`src/rtl/uart_tx_param.sv`:
```
// Parameterised UART transmitter with an input FIFO, optional parity and one or two stop bits.
// Line settings are captured per frame, so a frame is unaffected by input changes once it starts.
module uart_tx_param #(
  parameter int unsigned DATA_WIDTH = 8,
  parameter int unsigned FIFO_DEPTH = 4,
  parameter int unsigned PRESCALE_W = 16
) (
  input  logic                  clk,
  input  logic                  rst,
  input  logic [DATA_WIDTH-1:0] P_DATA,
  input  logic                  Data_Valid,
  input  logic                  Par_EN,
  input  logic                  Par_TYP,
  input  logic                  Stop_Two,
  input  logic [PRESCALE_W-1:0] Prescale,
  output logic                  Tx_out,
  output logic                  busy,
  output logic                  fifo_full,
  output logic                  overflow
);

  localparam int unsigned AW = $clog2(FIFO_DEPTH);

  typedef enum logic [2:0] {IDLE, START, DATA, PARITY, STOP} state_t;

  logic [DATA_WIDTH-1:0] mem_q [FIFO_DEPTH];
  logic [AW-1:0]         wr_ptr_q, rd_ptr_q;
  logic [AW:0]           count_q;
  logic                  overflow_q;

  state_t                state_q;
  logic                  tx_q, busy_q;
  logic [PRESCALE_W-1:0] cnt_q, presc_q;
  logic [3:0]            bit_idx_q;
  logic [DATA_WIDTH-1:0] data_q;
  logic                  par_q, par_en_q, stop2_q;

  logic                  push, pop, last_stop;
  logic [PRESCALE_W-1:0] presc_eff;
  logic [DATA_WIDTH-1:0] front;

  always_comb begin
    fifo_full = (count_q == (AW+1)'(FIFO_DEPTH));
    push      = Data_Valid && !fifo_full;
    presc_eff = (Prescale == '0) ? PRESCALE_W'(1) : Prescale;
    front     = mem_q[rd_ptr_q];
    // Final stop-bit boundary: the only point besides IDLE where the next word may be taken.
    last_stop = (state_q == STOP) && (cnt_q == '0) && !(stop2_q && (bit_idx_q == '0));
    pop       = (count_q != '0) && ((state_q == IDLE) || last_stop);
  end

  assign Tx_out   = tx_q;
  assign busy     = busy_q;
  assign overflow = overflow_q;

  always_ff @(posedge clk) begin
    if (push) mem_q[wr_ptr_q] <= P_DATA;
  end

  always_ff @(posedge clk or negedge rst) begin
    if (!rst) begin
      wr_ptr_q   <= '0;
      rd_ptr_q   <= '0;
      count_q    <= '0;
      overflow_q <= 1'b0;
    end else begin
      if (push) wr_ptr_q <= wr_ptr_q + 1'b1;
      if (pop)  rd_ptr_q <= rd_ptr_q + 1'b1;
      case ({push, pop})
        2'b10:   count_q <= count_q + 1'b1;
        2'b01:   count_q <= count_q - 1'b1;
        default: count_q <= count_q;
      endcase
      overflow_q <= Data_Valid && fifo_full;
    end
  end

  always_ff @(posedge clk or negedge rst) begin
    if (!rst) begin
      state_q   <= IDLE;
      tx_q      <= 1'b1;
      busy_q    <= 1'b0;
      cnt_q     <= '0;
      presc_q   <= '0;
      bit_idx_q <= '0;
      data_q    <= '0;
      par_q     <= 1'b0;
      par_en_q  <= 1'b0;
      stop2_q   <= 1'b0;
    end else if (pop) begin
      state_q   <= START;
      tx_q      <= 1'b0;
      busy_q    <= 1'b1;
      cnt_q     <= presc_eff - PRESCALE_W'(1);
      presc_q   <= presc_eff;
      bit_idx_q <= '0;
      data_q    <= front;
      par_q     <= (^front) ^ Par_TYP;
      par_en_q  <= Par_EN;
      stop2_q   <= Stop_Two;
    end else if (state_q != IDLE) begin
      if (cnt_q != '0) begin
        cnt_q <= cnt_q - PRESCALE_W'(1);
      end else begin
        cnt_q <= presc_q - PRESCALE_W'(1);
        case (state_q)
          START: begin
            state_q   <= DATA;
            tx_q      <= data_q[0];
            bit_idx_q <= '0;
          end
          DATA: begin
            if (bit_idx_q == 4'(DATA_WIDTH - 1)) begin
              bit_idx_q <= '0;
              if (par_en_q) begin
                state_q <= PARITY;
                tx_q    <= par_q;
              end else begin
                state_q <= STOP;
                tx_q    <= 1'b1;
              end
            end else begin
              // data_q[0] always mirrors the bit on the line while in DATA
              bit_idx_q <= bit_idx_q + 4'd1;
              data_q    <= data_q >> 1;
              tx_q      <= data_q[1];
            end
          end
          PARITY: begin
            state_q   <= STOP;
            tx_q      <= 1'b1;
            bit_idx_q <= '0;
          end
          STOP: begin
            tx_q <= 1'b1;
            if (stop2_q && (bit_idx_q == '0)) begin
              bit_idx_q <= 4'd1;
            end else begin
              state_q <= IDLE;
              busy_q  <= 1'b0;
            end
          end
          default: begin
            state_q <= IDLE;
            tx_q    <= 1'b1;
            busy_q  <= 1'b0;
          end
        endcase
      end
    end
  end

endmodule

```
`config.mk`:
```
export PLATFORM = sky130hd
export DESIGN_NAME = uart_tx_param
export DESIGN_NICKNAME = d
export VERILOG_FILES = /design/src/rtl/uart_tx_param.sv
export SDC_FILE = /design/constraint.sdc
export NUM_CORES = 1
export LEC_CHECK = 0
export BUFFER_PORTS_ARGS = -buffer_cell sky130_fd_sc_hd__buf_2
export CAP_MARGIN = 20
export CORE_MARGIN = 3
export CORE_UTILIZATION = 29
export CTS_CLUSTER_DIAMETER = 30
export DETAILED_ROUTE_END_ITERATION = 8
export GPL_ROUTABILITY_DRIVEN = 0
export PLACE_DENSITY = 0.48
export SYNTH_ARGS = -nofsm -noshare
export SYNTH_HDL_FRONTEND = slang
export SYNTH_SLANG_ARGS = --single-unit
```
`constraint.sdc`:
```
create_clock -name clk -period 3.2 [get_ports clk]
set_clock_uncertainty 0.05 [all_clocks]
set_input_delay 0.32 -clock clk [delete_from_list [all_inputs] [get_ports clk]]
set_output_delay 0.32 -clock clk [all_outputs]
set_load 0.005 [all_outputs]
```
## Word-level counts from Yosys, hierarchy flattened

Memory sizes are Yosys's and may differ from the RTL's.
Cells that the tools add are included.
W data, S select, Z words.

| word-level totals | value |
|---|---|
| word-level logic and storage cells | 102 |
| output and inout port bits | 4 |
| input port bits | 30 |
| RAM bits | 32 |
| memories | 1 |
| flip-flop bits (word level) | 60 |

| operators by class | value |
|---|---|
| equality and inequality tests | 14 |
| reduce and logical (&&, ||, !) cells | 28 |
| multiplexer cells | 36 |
| bitwise logic cells | 1 |
| add/subtract/negate cells | 8 |

Memory list:

| memory | depth | width | read ports | clocked after memory_dff | wr ports | line | source |
|---|---|---|---|---|---|---|---|
| mem_q | 4 | 8 | 1 | 0 | 1 | 26 | `logic [DATA_WIDTH-1:0] mem_q [FIFO_DEPTH];` |

Operators with widths:

| operator | number |
|---|---|
| $mux W16 | 4 |
| $sub A16 B1 Y16 const B | 3 |
| $mux W8 | 5 |
| $logic_not A16 Y1 | 2 |
| $mux W4 | 5 |
| $mux W3 | 6 |
| $reduce_and A4 Y1 | 4 |
| $reduce_bool A16 Y1 | 1 |
| $pmux W3 S4 | 1 |
| $pmux W4 S3 | 1 |
| $mux W1 | 11 |
| $reduce_xor A8 Y1 | 1 |
| $eq A3 B2 Y1 const B | 2 |
| $eq A3 B3 Y1 const B | 2 |
| $logic_and A1 B1 Y1 | 6 |
| $ne A3 B3 Y1 const B | 2 |
| $pmux W3 S2 | 1 |
| $reduce_bool A2 Y1 | 3 |
| $reduce_bool A3 Y1 | 2 |
| $add A2 B1 Y2 const B | 2 |
| $add A4 B1 Y4 const B | 1 |
| $eq A4 B3 Y1 const B | 1 |
| $logic_not A4 Y1 | 1 |
| $ne A2 B2 Y1 const B | 2 |
| 16 further kinds | 18 |

## Logic depth before layout (Yosys ltp)

Gate-level depths: netlist of the first run.

| depth | value |
|---|---|
| depth in word-level cells | 8 |
| mapped depth | 17 |
| depth with buffers taken out | 15 |

## Least setup slack after synthesis of the first run

Ideal clock, no wire load.

| timing path | value |
|---|---|
| kind | register to register |
| from | register count_q[1] |
| to | register cnt_q[14] |
| cell stages (with the launch flop) | 17 |
| arrival | 3.340 ns |
| buffers on the path | 3 |
| required time | 3.013 ns |
| library setup time | 0.137 ns |
| setup slack | -0.327 ns |
| cell sequence | dfrtp_1 nor3_2 nor3_1 a21oi_2 buf_6 buf_2 buf_1 nand2_1 nand2_1 ha_1 inv_1 or4_1 mux2i_4 and3_4 nor3b_2 xor2_1 a21oi_1 |

| between the ends | value |
|---|---|
| cells in the longest elaborated chain, start to end | 3 |
| elaborated cells on any way between the ends | 4 |
| those cells by class | 1 x mux; 3 x reduce/logical |

Ends and longest elaborated chain:

| what | line | source |
|---|---|---|
| start, declared | 28 | `logic [AW:0] count_q;` |
| start signal, assigned | 70 | `2'b10: count_q <= count_q + 1'b1;` |
| start signal, assigned | 71 | `2'b01: count_q <= count_q - 1'b1;` |
| start signal, assigned | 72 | `default: count_q <= count_q;` |
| $reduce_bool A3 Y1 * | 49 | `pop = (count_q != '0) && ((state_q == IDLE) \|\| last_stop);` |
| $logic_and A1 B1 Y1 * | 49 |  |
| $mux W16 / $reduce_bool A2 Y1 (equally long branches) | n/a |  |
| end signal, assigned | 94 | `cnt_q <= presc_eff - PRESCALE_W'(1);` |
| end signal, assigned | 103 | `cnt_q <= cnt_q - PRESCALE_W'(1);` |
| end signal, assigned | 105 | `cnt_q <= presc_q - PRESCALE_W'(1);` |
| end, declared | 33 | `logic [PRESCALE_W-1:0] cnt_q, presc_q;` |

Every way passes the cells marked *; elsewhere a longest branch is shown, timed or not.
A chain may end at the register's enable or synchronous reset.

## Worst setup path after layout of the first run

| timing path | value |
|---|---|
| from | register cnt_q[4] |
| to | register cnt_q[14] |

| between the ends | value |
|---|---|
| cells in the longest elaborated chain, start to end | 6 |
| elaborated cells on any way between the ends | 11 |
| those cells by class | 1 x add/sub; 3 x mux; 7 x reduce/logical |

Ends and longest elaborated chain:

| what |
|---|
| parallel branches: the longest is 6 deep, another holds $sub A16 B1 Y16 |

Several ways; the timed one is not identified. The select of a mux whose other input is x is not followed.

==> impl_metrics.env, run 1 <==
export IMPL_status="finished clean"
export IMPL_yosys_cell_types_count=61
export IMPL_layout_drive_gt1_share_pct=22.74
export IMPL_hp_start="P_DATA[2]"
export IMPL_setup_viol=0
export IMPL_dieArea_mm2=0.01799
export IMPL_cts_sinks=92
export IMPL_seq_area_frac_synth_pct=51.76
export IMPL_globalRouteOverflowTotal=0
export IMPL_arrival_ns=3.21
export IMPL_grt_pass1_vias=3713
export IMPL_drt_antenna_violating_nets=0
export IMPL_slew_headroom_pct=59.09
export IMPL_wl_mm=11.49
export IMPL_sw_frac_of_total_pct=40.93
export IMPL_cp_end_kind="flop"
export IMPL_placed_cells=727
export IMPL_fin_crit_ns=3.037
export IMPL_worst_path_max_fanout=5
export IMPL_async_flop_share_pct=65.22
export IMPL_fin_cells=748
export IMPL_drt_vias_per_instance=4.813
export IMPL_grt_met3_usage_pct=3.376
export IMPL_num_io_pins=34
export IMPL_setup_tns_ns=0
export IMPL_avgSynthCellArea_um2=10.28
export IMPL_antenna_cells=0
export IMPL_power_density_mw_per_mm2=1027
export IMPL_die_w_um=134.1
export IMPL_p_int_w=0.003518
export IMPL_grt_usage_pct=13.41
export IMPL_maxCapViolations=0
export IMPL_path_clk_slew_ns=0.07
export IMPL_hold_path_end="mem_q[0][2]$_DFFE_PP_"
export IMPL_drt_iter0_markers=111
export IMPL_p_leak_nw=2.404
export IMPL_synth_top_cell_area_share_pct=31.02
export IMPL_ys_warn_count=0
export IMPL_share_comb_of_total_power_pct=47.8
export IMPL_top_usage_layer="met2"
export IMPL_ys_flop_type="dfrtp_1"
export IMPL_synth_nets=502
export IMPL_initial_utilization_pct=29.75
export IMPL_final_area_mm2=0.005802
export IMPL_p_switching_w=0.002438
export IMPL_yosysMostFrequentCell="nand2_1"
export IMPL_hold_path_class="in -> reg"
export IMPL_slew_violations=0
export IMPL_areaGrowthSynthToFinish_pct=21.90
export IMPL_clk_latency_ns=0.35
export IMPL_wire_per_inst_um=15.36
export IMPL_cp_start_kind="flop"
export IMPL_synth_top_cells_by_area="dfrtp_1, edfxtp_1, nand2_1"
export IMPL_firstDrtPassIters=4
export IMPL_hold_violations=0
export IMPL_antenna_found_initial=0
export IMPL_ir_drop_v=0.0003697
export IMPL_rr_endpoint="cnt_q[14]$_DFFE_PN0P_"
export IMPL_cts_root_buffer_cell="clkbuf_16"
export IMPL_dp_hpwl_mm=8.258
export IMPL_die_h_um=134.1
export IMPL_pwr_share_clk_pct=18.0
export IMPL_vias=3600
export IMPL_core_area_mm2=0.01600
export IMPL_grt_pass1_wl_mm=18.95
export IMPL_reg2reg_setup_slack_ns=0.16
export IMPL_pre_cts_slack_ns=0.08312
export IMPL_core_rowCount=46
export IMPL_synth_top_area_cell="dfrtp_1"
export IMPL_use_met1_pct=16.28
export IMPL_seqPwrFrac_pct=34.3
export IMPL_required_ns=3.37
export IMPL_cts_tree="done"
export IMPL_placed_cell_area_mm2=0.005420
export IMPL_nNetsFinal=566
export IMPL_crit_type="reg -> reg"
export IMPL_max_freq_mhz=329.3
export IMPL_ys_top_cells_by_count="nand2_1, dfrtp_1, nor2_1"
export IMPL_setup_slack_ns=0.1631
export IMPL_syn_area_mm2=0.004760
export IMPL_drc=0
export IMPL_reg2reg_from="cnt_q[4]$_DFFE_PN0P_"
export IMPL_portBuffers=33
export IMPL_r2r_cells=13
export IMPL_worstMarginPinSlew_ns=0.6073
export IMPL_synthCells=463
export IMPL_min_path_cells=1
export IMPL_met2_usage_pct=22.82
export IMPL_cts_max_path_buffers=2
export IMPL_grt_max_degree=42
export IMPL_htree_levels=3
export IMPL_hold_worst_slack_ns=0.1285
export IMPL_synth_enable_flop_cells=32
export IMPL_finalCritPeriodShare_pct=94.90
export IMPL_ys_seq_elements=92
export IMPL_numCtsBuffers=9
-- layer usage --
metal / routed length (um) / part of all wire [%]
met4: 240 / 2.1
met1: 5168 / 45
met5: 0 / 0
met2: 5709 / 50
met3: 367 / 3.2
-- power by group through the flow --
stage	combinational, W	sequential, W	clock (W)
after detailed placement	0.00280	0.00205	0
final	0.00285	0.00204	0.00107
after global placement	0.00279	0.00204	0
after CTS	0.00282	0.00203	0.00111
after global routing	0.00320	0.00210	0.00115
after floorplan	0.00208	0.00197	0
-- worst max path at each step --
stage,startpoint,endpoint,cells after the start
4_1_cts,cnt_q[9]$_DFFE_PN0P_,cnt_q[14]$_DFFE_PN0P_,14
3_3_place_gp,Prescale[7],cnt_q[14]$_DFFE_PN0P_,14
6_report,cnt_q[4]$_DFFE_PN0P_,cnt_q[14]$_DFFE_PN0P_,13
5_1_grt,cnt_q[4]$_DFFE_PN0P_,cnt_q[14]$_DFFE_PN0P_,13
3_5_place_dp,Prescale[7],cnt_q[14]$_DFFE_PN0P_,14
2_1_floorplan,state_q[1]$_DFFE_PN0P_,cnt_q[14]$_DFFE_PN0P_,17
-- cells in the final DEF (no fill, tap or decap), types with 5 or more instances in the layout --
cell and n:
nand2_1 77, dfrtp_1 58, nor2_1 52, buf_4 40
buf_2 33, edfxtp_1 32, a21oi_1 27, o21ai_0 27
xnor2_1 17, inv_1 15, nor3_1 11, mux2i_1 9
clkbuf_16 9, o21ai_1 8, mux4_2 8, xor2_1 7
ha_1 7, and3_1 6, o31ai_1 6, o21a_1 5
o32ai_1 5
-- cells by family after synthesis --
kind of cell | after synthesis | share of synthesized area, %
AND/OR/NAND/NOR | 182 | 17.77
AO/OA/AOI/OAI | 101 | 14.01
flip-flops | 92 | 51.76
buffers and inverters | 37 | 3.365
XOR/XNOR | 24 | 4.416
multiplexers | 18 | 6.151
adder cells (fa/ha/maj) | 9 | 2.524
-- cell type report --
class / count / area (um2)
inverters: 16 / 60.06
clock inverters: 7 / 71.32
fillers: 1632 / 10200
clock buffers: 9 / 225.2
repair buffers: 74 / 475.5
multi-input cells: 334 / 2235
flip-flops and latches: 92 / 2465
well taps: 216 / 270.3
-- state kept, by name (all words and copies together), names as in the netlist, 2 cells and up --
signal / flops
presc_q: 16
rd_ptr_q: 2
mem_q: 32
cnt_q: 16
wr_ptr_q: 2
state_q: 3
count_q: 3
data_q: 8
bit_idx_q: 4
-- critical path, stage by stage (launching register included) --
cell     delay (ns)
dfrtp_2        0.44
nor4_4         0.32
and4_4         0.30
a21oi_4        0.07
inv_2          0.11
o21a_1         0.15
ha_4           0.16
inv_1          0.05
or4_4          0.42
mux2i_4        0.17
and3_4         0.24
nor3b_4        0.19
xor2_1         0.17
a21oi_1        0.08
-- per-stage QoR --
stage | power [W] | utilization [%]
3_5_place_dp | 0.004852 | 33.88
4_1_cts | 0.005958 | 35.79
6_report | 0.005956 | 36.26
2_1_floorplan | 0.004049 | -
3_3_place_gp | 0.004824 | 33.88
5_1_grt | 0.006452 | 36.26
-- repair_timing --
| item | CTS | global route |
|---|---|---|
| setup endpoints to repair | 0 | 4 |
| hold buffers | 1 | 0 |
| setup buffers | 0 | 4 |
| resized for setup | 0 | 10 |
| hold endpoints to repair | 19 | 0 |
Power figures use the tool's default switching activity.
==> run 2, diff against run 1 <==
--- a/config.mk
+++ b/config.mk
@@ -13,6 +13,7 @@
 export DETAILED_ROUTE_END_ITERATION = 8
 export GPL_ROUTABILITY_DRIVEN = 0
 export PLACE_DENSITY = 0.48
+export RECOVER_POWER = 25
 export SYNTH_ARGS = -nofsm -noshare
 export SYNTH_HDL_FRONTEND = slang
 export SYNTH_SLANG_ARGS = --single-unit
==> run 2 against run 1 <==
Net effect: largest power group unchanged; highest routed layer unchanged; critical path type unchanged; design area shrank 0.19%; flip-flop and latch count is the same; clock power is essentially flat.
==> impl_metrics.env, run 2 (same netlist as run 1, synthesis figures left out) <==
export IMPL_rr_endpoint="cnt_q[14]$_DFFE_PN0P_"
export IMPL_final_area_mm2=0.005791
export IMPL_setup_viol=0
export IMPL_antenna_cells=0
export IMPL_finalCritPeriodShare_pct=94.87
export IMPL_pre_cts_slack_ns=0.08312
export IMPL_cts_tree="done"
export IMPL_cts_sinks=92
export IMPL_status="finished clean"
export IMPL_power_w=0.005955
export IMPL_layout_drive_gt1_share_pct=21.05
export IMPL_cp_num_buf_inv=2
export IMPL_die_h_um=134.1
export IMPL_numCtsBuffers=9
export IMPL_cts_root_buffer_cell="clkbuf_16"
export IMPL_antenna_found_initial=0
export IMPL_final_cell_mix="nand2_1, dfrtp_1, nor2_1, buf_4, edfxtp_1"
export IMPL_core_area_mm2=0.01600
export IMPL_register_area_mm2=0.002465
export IMPL_path_delay_family="simple AND/OR/NAND/NOR gates"
export IMPL_wire_per_inst_um=15.36
export IMPL_setup_slack_ns=0.1642
export IMPL_min_path_cells=3
export IMPL_arrival_ns=3.21
export IMPL_grt_usage_pct=13.41
export IMPL_cp_slowest_cell="dfrtp_2"
export IMPL_fin_crit_ns=3.036
export IMPL_placed_cell_area_mm2=0.005420
export IMPL_slew_headroom_pct=23.75
export IMPL_worstMarginPinSlew_ns=1.144
export IMPL_hp_start="Stop_Two"
export IMPL_drc=0
export IMPL_dieArea_mm2=0.01799
export IMPL_ir_drop_v=0.0003699
export IMPL_htree_levels=3
export IMPL_final_common_cell="nand2_1"
export IMPL_cpPeakStageDelay_ns=0.44
export IMPL_initial_utilization_pct=29.75
export IMPL_firstDrtPassIters=4
export IMPL_utilization_pct=36.19
export IMPL_drt_iter0_markers=103
export IMPL_reg2reg_setup_slack_ns=0.16
export IMPL_cp_start_kind="flop"
export IMPL_hold_path_class="in -> reg"
export IMPL_grt_max_degree=42
export IMPL_clk_latency_ns=0.35
export IMPL_num_io_pins=34
export IMPL_core_rowCount=46
export IMPL_required_ns=3.37
export IMPL_cp_depth=13
export IMPL_drt_antenna_violating_nets=0
export IMPL_dp_hpwl_mm=8.258
export IMPL_max_freq_mhz=329.4
export IMPL_drt_vias_per_instance=4.816
export IMPL_slew_violations=0
export IMPL_vias=3602
export IMPL_p_leak_nw=2.379
export IMPL_cts_max_path_buffers=2
export IMPL_cp_end_kind="flop"
export IMPL_die_w_um=134.1
export IMPL_reg2reg_from="cnt_q[4]$_DFFE_PN0P_"
export IMPL_hold_violations=0
export IMPL_regMostFlops="mem_q"
export IMPL_grt_pass1_wl_mm=18.95
export IMPL_globalRouteOverflowTotal=0
export IMPL_crit_type="reg -> reg"
export IMPL_worst_path_max_fanout=5
export IMPL_path_cells="nor4_4 > and4_4 > a21oi_4 > inv_2 > o21a_1 > ha_4 > inv_1 > or4_4 > mux2i_4 > and3_4 > nor3b_4 > xor2_1 > a21oi_1"
export IMPL_power_density_mw_per_mm2=1028
export IMPL_largest_reg_flops=32
export IMPL_largest_registers="mem_q: 32 flops, cnt_q: 16 flops, presc_q: 16 flops"
export IMPL_wl_mm=11.49
export IMPL_hold_path_end="stop2_q$_DFFE_PN0N_"
export IMPL_path_clk_slew_ns=0.07
export IMPL_grt_pass1_vias=3713
export IMPL_multiInputGateArea_mm2=0.002235
export IMPL_nNetsFinal=566
export IMPL_portBuffers=33
export IMPL_maxCapViolations=0
export IMPL_fill_cells=1639
export IMPL_areaGrowthSynthToFinish_pct=21.66
export IMPL_r2r_cells=13
==> run 2: changes by cell type in the layout (fill, tap and decap cells not counted), sizes merged <==
cell and change:
buf -9, clkbuf +9
==> run 2: cell type report <==
type,count,share of cell area (%)
multi-input cells,334,38.59
repair buffers,74,8.016
well taps,216,4.667
flip-flops and latches,92,42.57
clock inverters,7,1.232
inverters,16,1.037
clock buffers,9,3.889
==> run 2: where the power goes <==
part / internal (W) / switching, W
combinational: 0.00129 / 0.00155
sequential: 0.00167 / 0.000371
clock: 0.000556 / 0.000514
total: 0.00352 / 0.00244
==> run 2: stage by stage <==
step / hold slack (ns) / TNS, ns / instances
floorplan: -0.02559 / -0.04653 / 463
global placement: 0.2598 / 0 / 727
detailed placement: 0.2633 / 0 / 727
CTS: 0.1122 / 0 / 744
global route: 0.1269 / -0.02732 / 748
finish: 0.1296 / 0 / 748
==> run 2: worst max-delay path by stage <==
stage                      startpoint                     to  slack (ns)
2_1_floorplan  state_q[1]$_DFFE_PN0P_  cnt_q[14]$_DFFE_PN0P_       -0.05
3_3_place_gp              Prescale[7]  cnt_q[14]$_DFFE_PN0P_        0.14
3_5_place_dp              Prescale[7]  cnt_q[14]$_DFFE_PN0P_        0.08
4_1_cts          cnt_q[9]$_DFFE_PN0P_  cnt_q[14]$_DFFE_PN0P_         0.1
5_1_grt          cnt_q[4]$_DFFE_PN0P_  cnt_q[14]$_DFFE_PN0P_       -0.03
6_report         cnt_q[4]$_DFFE_PN0P_  cnt_q[14]$_DFFE_PN0P_        0.16
==> run 2: worst reg2reg max path, cell delays in order (launching register included) <==
cell and delay [ns]:
dfrtp_2 0.44, nor4_4 0.32, and4_4 0.30, a21oi_4 0.07, inv_2 0.11, o21a_1 0.15
ha_4 0.16, inv_1 0.05, or4_4 0.42, mux2i_4 0.17, and3_4 0.24, nor3b_4 0.19
xor2_1 0.17, a21oi_1 0.08
==> run 2: routing by layer <==
| layer | up-vias | wire [um] | GRT usage [%] |
|---|---|---|---|
| met1 | 1747 | 5166 | 16.28 |
| met5 | - | 0 | 0 |
| met4 | 0 | 240 | 5.486 |
| met2 | 56 | 5711 | 22.82 |
| li1 | 1780 | - | - |
| met3 | 19 | 368 | 3.376 |
==> run 2: repair_timing <==
item / in CTS / in global routing
hold buffers: 1 / 0
hold endpoints to repair: 19 / 0
endpoints found under the setup margin: 0 / 4
gates resized for setup: 0 / 10
setup buffers: 0 / 4
==> run 3, diff against run 2 <==
--- a/config.mk
+++ b/config.mk
@@ -14,6 +14,7 @@
 export GPL_ROUTABILITY_DRIVEN = 0
 export PLACE_DENSITY = 0.48
 export RECOVER_POWER = 25
+export SETUP_SLACK_MARGIN = 0.4
 export SYNTH_ARGS = -nofsm -noshare
 export SYNTH_HDL_FRONTEND = slang
 export SYNTH_SLANG_ARGS = --single-unit
==> run 3 against run 2 <==
Net effect: worst hold slack improved by 0.00053 ns; maximum frequency increased by 1.8%; sequential power about the same; worst setup slack improved by 0.053 ns; via count increased by 2.7%; register-to-register slack improved by 0.05 ns; largest power group unchanged.
==> impl_metrics.env, run 3 (same netlist as run 1, synthesis figures left out) <==
export IMPL_grt_pass1_vias=3875
export IMPL_regMostFlops="mem_q"
export IMPL_nNetsFinal=583
export IMPL_slew_violations=0
export IMPL_hold_path_class="in -> reg"
export IMPL_cts_tree="done"
export IMPL_hold_worst_slack_ns=0.1301
export IMPL_pre_cts_slack_ns=0.08523
export IMPL_final_cell_mix="nand2_1, dfrtp_1, nor2_1, buf_4, edfxtp_1"
export IMPL_ir_drop_v=0.0004830
export IMPL_hold_violations=0
export IMPL_areaGrowthSynthToFinish_pct=25.34
export IMPL_finalCritPeriodShare_pct=93.21
export IMPL_firstDrtPassIters=4
export IMPL_cp_slowest_cell="or4_4"
export IMPL_largest_registers="mem_q: 32 flops, cnt_q: 16 flops, presc_q: 16 flops"
export IMPL_placed_cell_area_mm2=0.005460
export IMPL_maxCapViolations=0
export IMPL_rsz0062_at_grt="true"
export IMPL_max_freq_mhz=335.3
export IMPL_drt_iter0_markers=227
export IMPL_met2_usage_pct=24.14
export IMPL_drt_antenna_violating_nets=0
export IMPL_worst_path_max_fanout=5
export IMPL_wl_mm=11.85
export IMPL_grt_max_degree=34
export IMPL_top_usage_layer="met2"
export IMPL_globalRouteOverflowTotal=0
export IMPL_setup_slack_ns=0.2173
export IMPL_core_rowCount=46
export IMPL_cts_root_buffer_cell="clkbuf_16"
export IMPL_slew_headroom_pct=32.37
export IMPL_cts_max_path_buffers=2
export IMPL_vias=3698
export IMPL_path_clk_slew_ns=0.07
export IMPL_cpPeakStageDelay_ns=0.42
export IMPL_drt_vias_per_instance=4.834
export IMPL_dieArea_mm2=0.01799
export IMPL_die_w_um=134.1
export IMPL_fin_crit_ns=2.983
export IMPL_grt_usage_pct=13.85
export IMPL_multiInputGateArea_mm2=0.002245
export IMPL_status="finished clean"
export IMPL_antenna_found_initial=0
export IMPL_cp_start_kind="flop"
export IMPL_fill_cells=1632
export IMPL_antenna_cells=0
export IMPL_final_area_mm2=0.005966
export IMPL_grt_pass1_wl_mm=20.07
export IMPL_cp_end_kind="flop"
export IMPL_wire_per_inst_um=15.49
export IMPL_largest_reg_flops=32
export IMPL_crit_type="reg -> reg"
export IMPL_grt_met3_usage_pct=3.263
export IMPL_use_met1_pct=17.82
export IMPL_path_cells="or2_4 > a311oi_4 > a21oi_4 > inv_2 > nand2_2 > nand2_2 > ha_2 > inv_2 > or4_4 > mux2i_4 > and3_4 > nor3b_2 > xor2_1 > a21oi_1"
export IMPL_initial_utilization_pct=29.75
export IMPL_p_leak_nw=2.460
export IMPL_arrival_ns=3.15
export IMPL_final_common_cell="nand2_1"
export IMPL_dp_hpwl_mm=8.587
export IMPL_htree_levels=3
export IMPL_register_area_mm2=0.002465
export IMPL_die_h_um=134.1
export IMPL_drc=0
export IMPL_core_area_mm2=0.01600
export IMPL_cts_sinks=92
export IMPL_portBuffers=33
export IMPL_layout_drive_gt1_share_pct=24.04
export IMPL_required_ns=3.37
export IMPL_clk_latency_ns=0.35
export IMPL_setup_viol=0
export IMPL_power_density_mw_per_mm2=1044
export IMPL_numCtsBuffers=9
export IMPL_worstMarginPinSlew_ns=1.014
export IMPL_num_io_pins=34
-- run 3: changes by cell type in the layout (fill, tap and decap cells not counted), sizes merged --
cell | previous run | this run
buf | 64 | 81
clkinv | 1 | 0
clkinvlp | 0 | 1
-- run 3: timing repair --
action                                 in CTS  in global routing
pin swaps                                  12                 10
setup endpoints to repair                   7                 10
buffers inserted                            8                  8
gates resized for setup                    10                 10
hold buffers                                1                  0
endpoints found under the hold margin      17                  0
-- run 3: worst max-delay path, delay by kind of cell, from the launching register on --
kind / cells / cell delay [ns]
buffers and inverters: 2 / 0.13
AOI/OAI and AO/OA: 3 / 0.55
xor gates and xnor gates: 1 / 0.16
muxes: 1 / 0.17
and+or+nand+nor: 6 / 1.23
DFF: 1 / 0.38
adders and majority gates: 1 / 0.18
-- run 3: power by group --
group	internal (W)	switching (W)
clock network	0.000558	0.000518
logic	0.00148	0.00161
registers	0.00167	0.000387
total	0.00371	0.00252
-- run 3: path summary, 6_finish.rpt --
kind / from / end / slack (ns) / cells past startpoint
worst max-delay path: state_q[1]$_DFFE_PN0P_ / cnt_q[14]$_DFFE_PN0P_ / 0.22 / 14
worst min-delay path: Stop_Two / stop2_q$_DFFE_PN0N_ / 0.13 / 3
worst max register to register: state_q[1]$_DFFE_PN0P_ / cnt_q[14]$_DFFE_PN0P_ / 0.22 / 14
worst min register to register: presc_q[14]$_DFFE_PN0N_ / presc_q[14]$_DFFE_PN0N_ / 0.43 / 2
max in group asynchronous: rst / Tx_out$_DFFE_PN1P_ / 1.52 / 3
min in group asynchronous: rst / presc_q[5]$_DFFE_PN0N_ / 0.62 / 2
-- run 3: metrics by stage --
stage / instances / TNS, ns / power (W) / utilization (%)
floorplan: 463 / -0.03824 / 0.004054 / -
CTS: 757 / 0 / 0.006166 / 36.69
global placement: 732 / 0 / 0.004869 / 34.13
finish: 765 / 0 / 0.006226 / 37.29
detailed placement: 732 / 0 / 0.004913 / 34.13
global route: 765 / 0 / 0.006750 / 37.29
-- run 3: cell type report --
| cell class | count | area share [%] |
|---|---|---|
| Clock buffer | 9 | 3.775 |
| Multi-Input combinational cell | 334 | 37.63 |
| Inverter | 16 | 1.007 |
| Timing Repair Buffer | 91 | 10.53 |
| Sequential cell | 92 | 41.32 |
| Tap cell | 216 | 4.530 |
| Clock inverter | 7 | 1.216 |
-- run 3: per-layer routing --
metal  wire [um]  vias to the layer above  share of wire, %
met5           0                        -                 0
met4          82                        0              0.69
met3         463                        8               3.9
met2        5902                       57                50
met1        5403                     1818                46
li1            -                     1815                 -
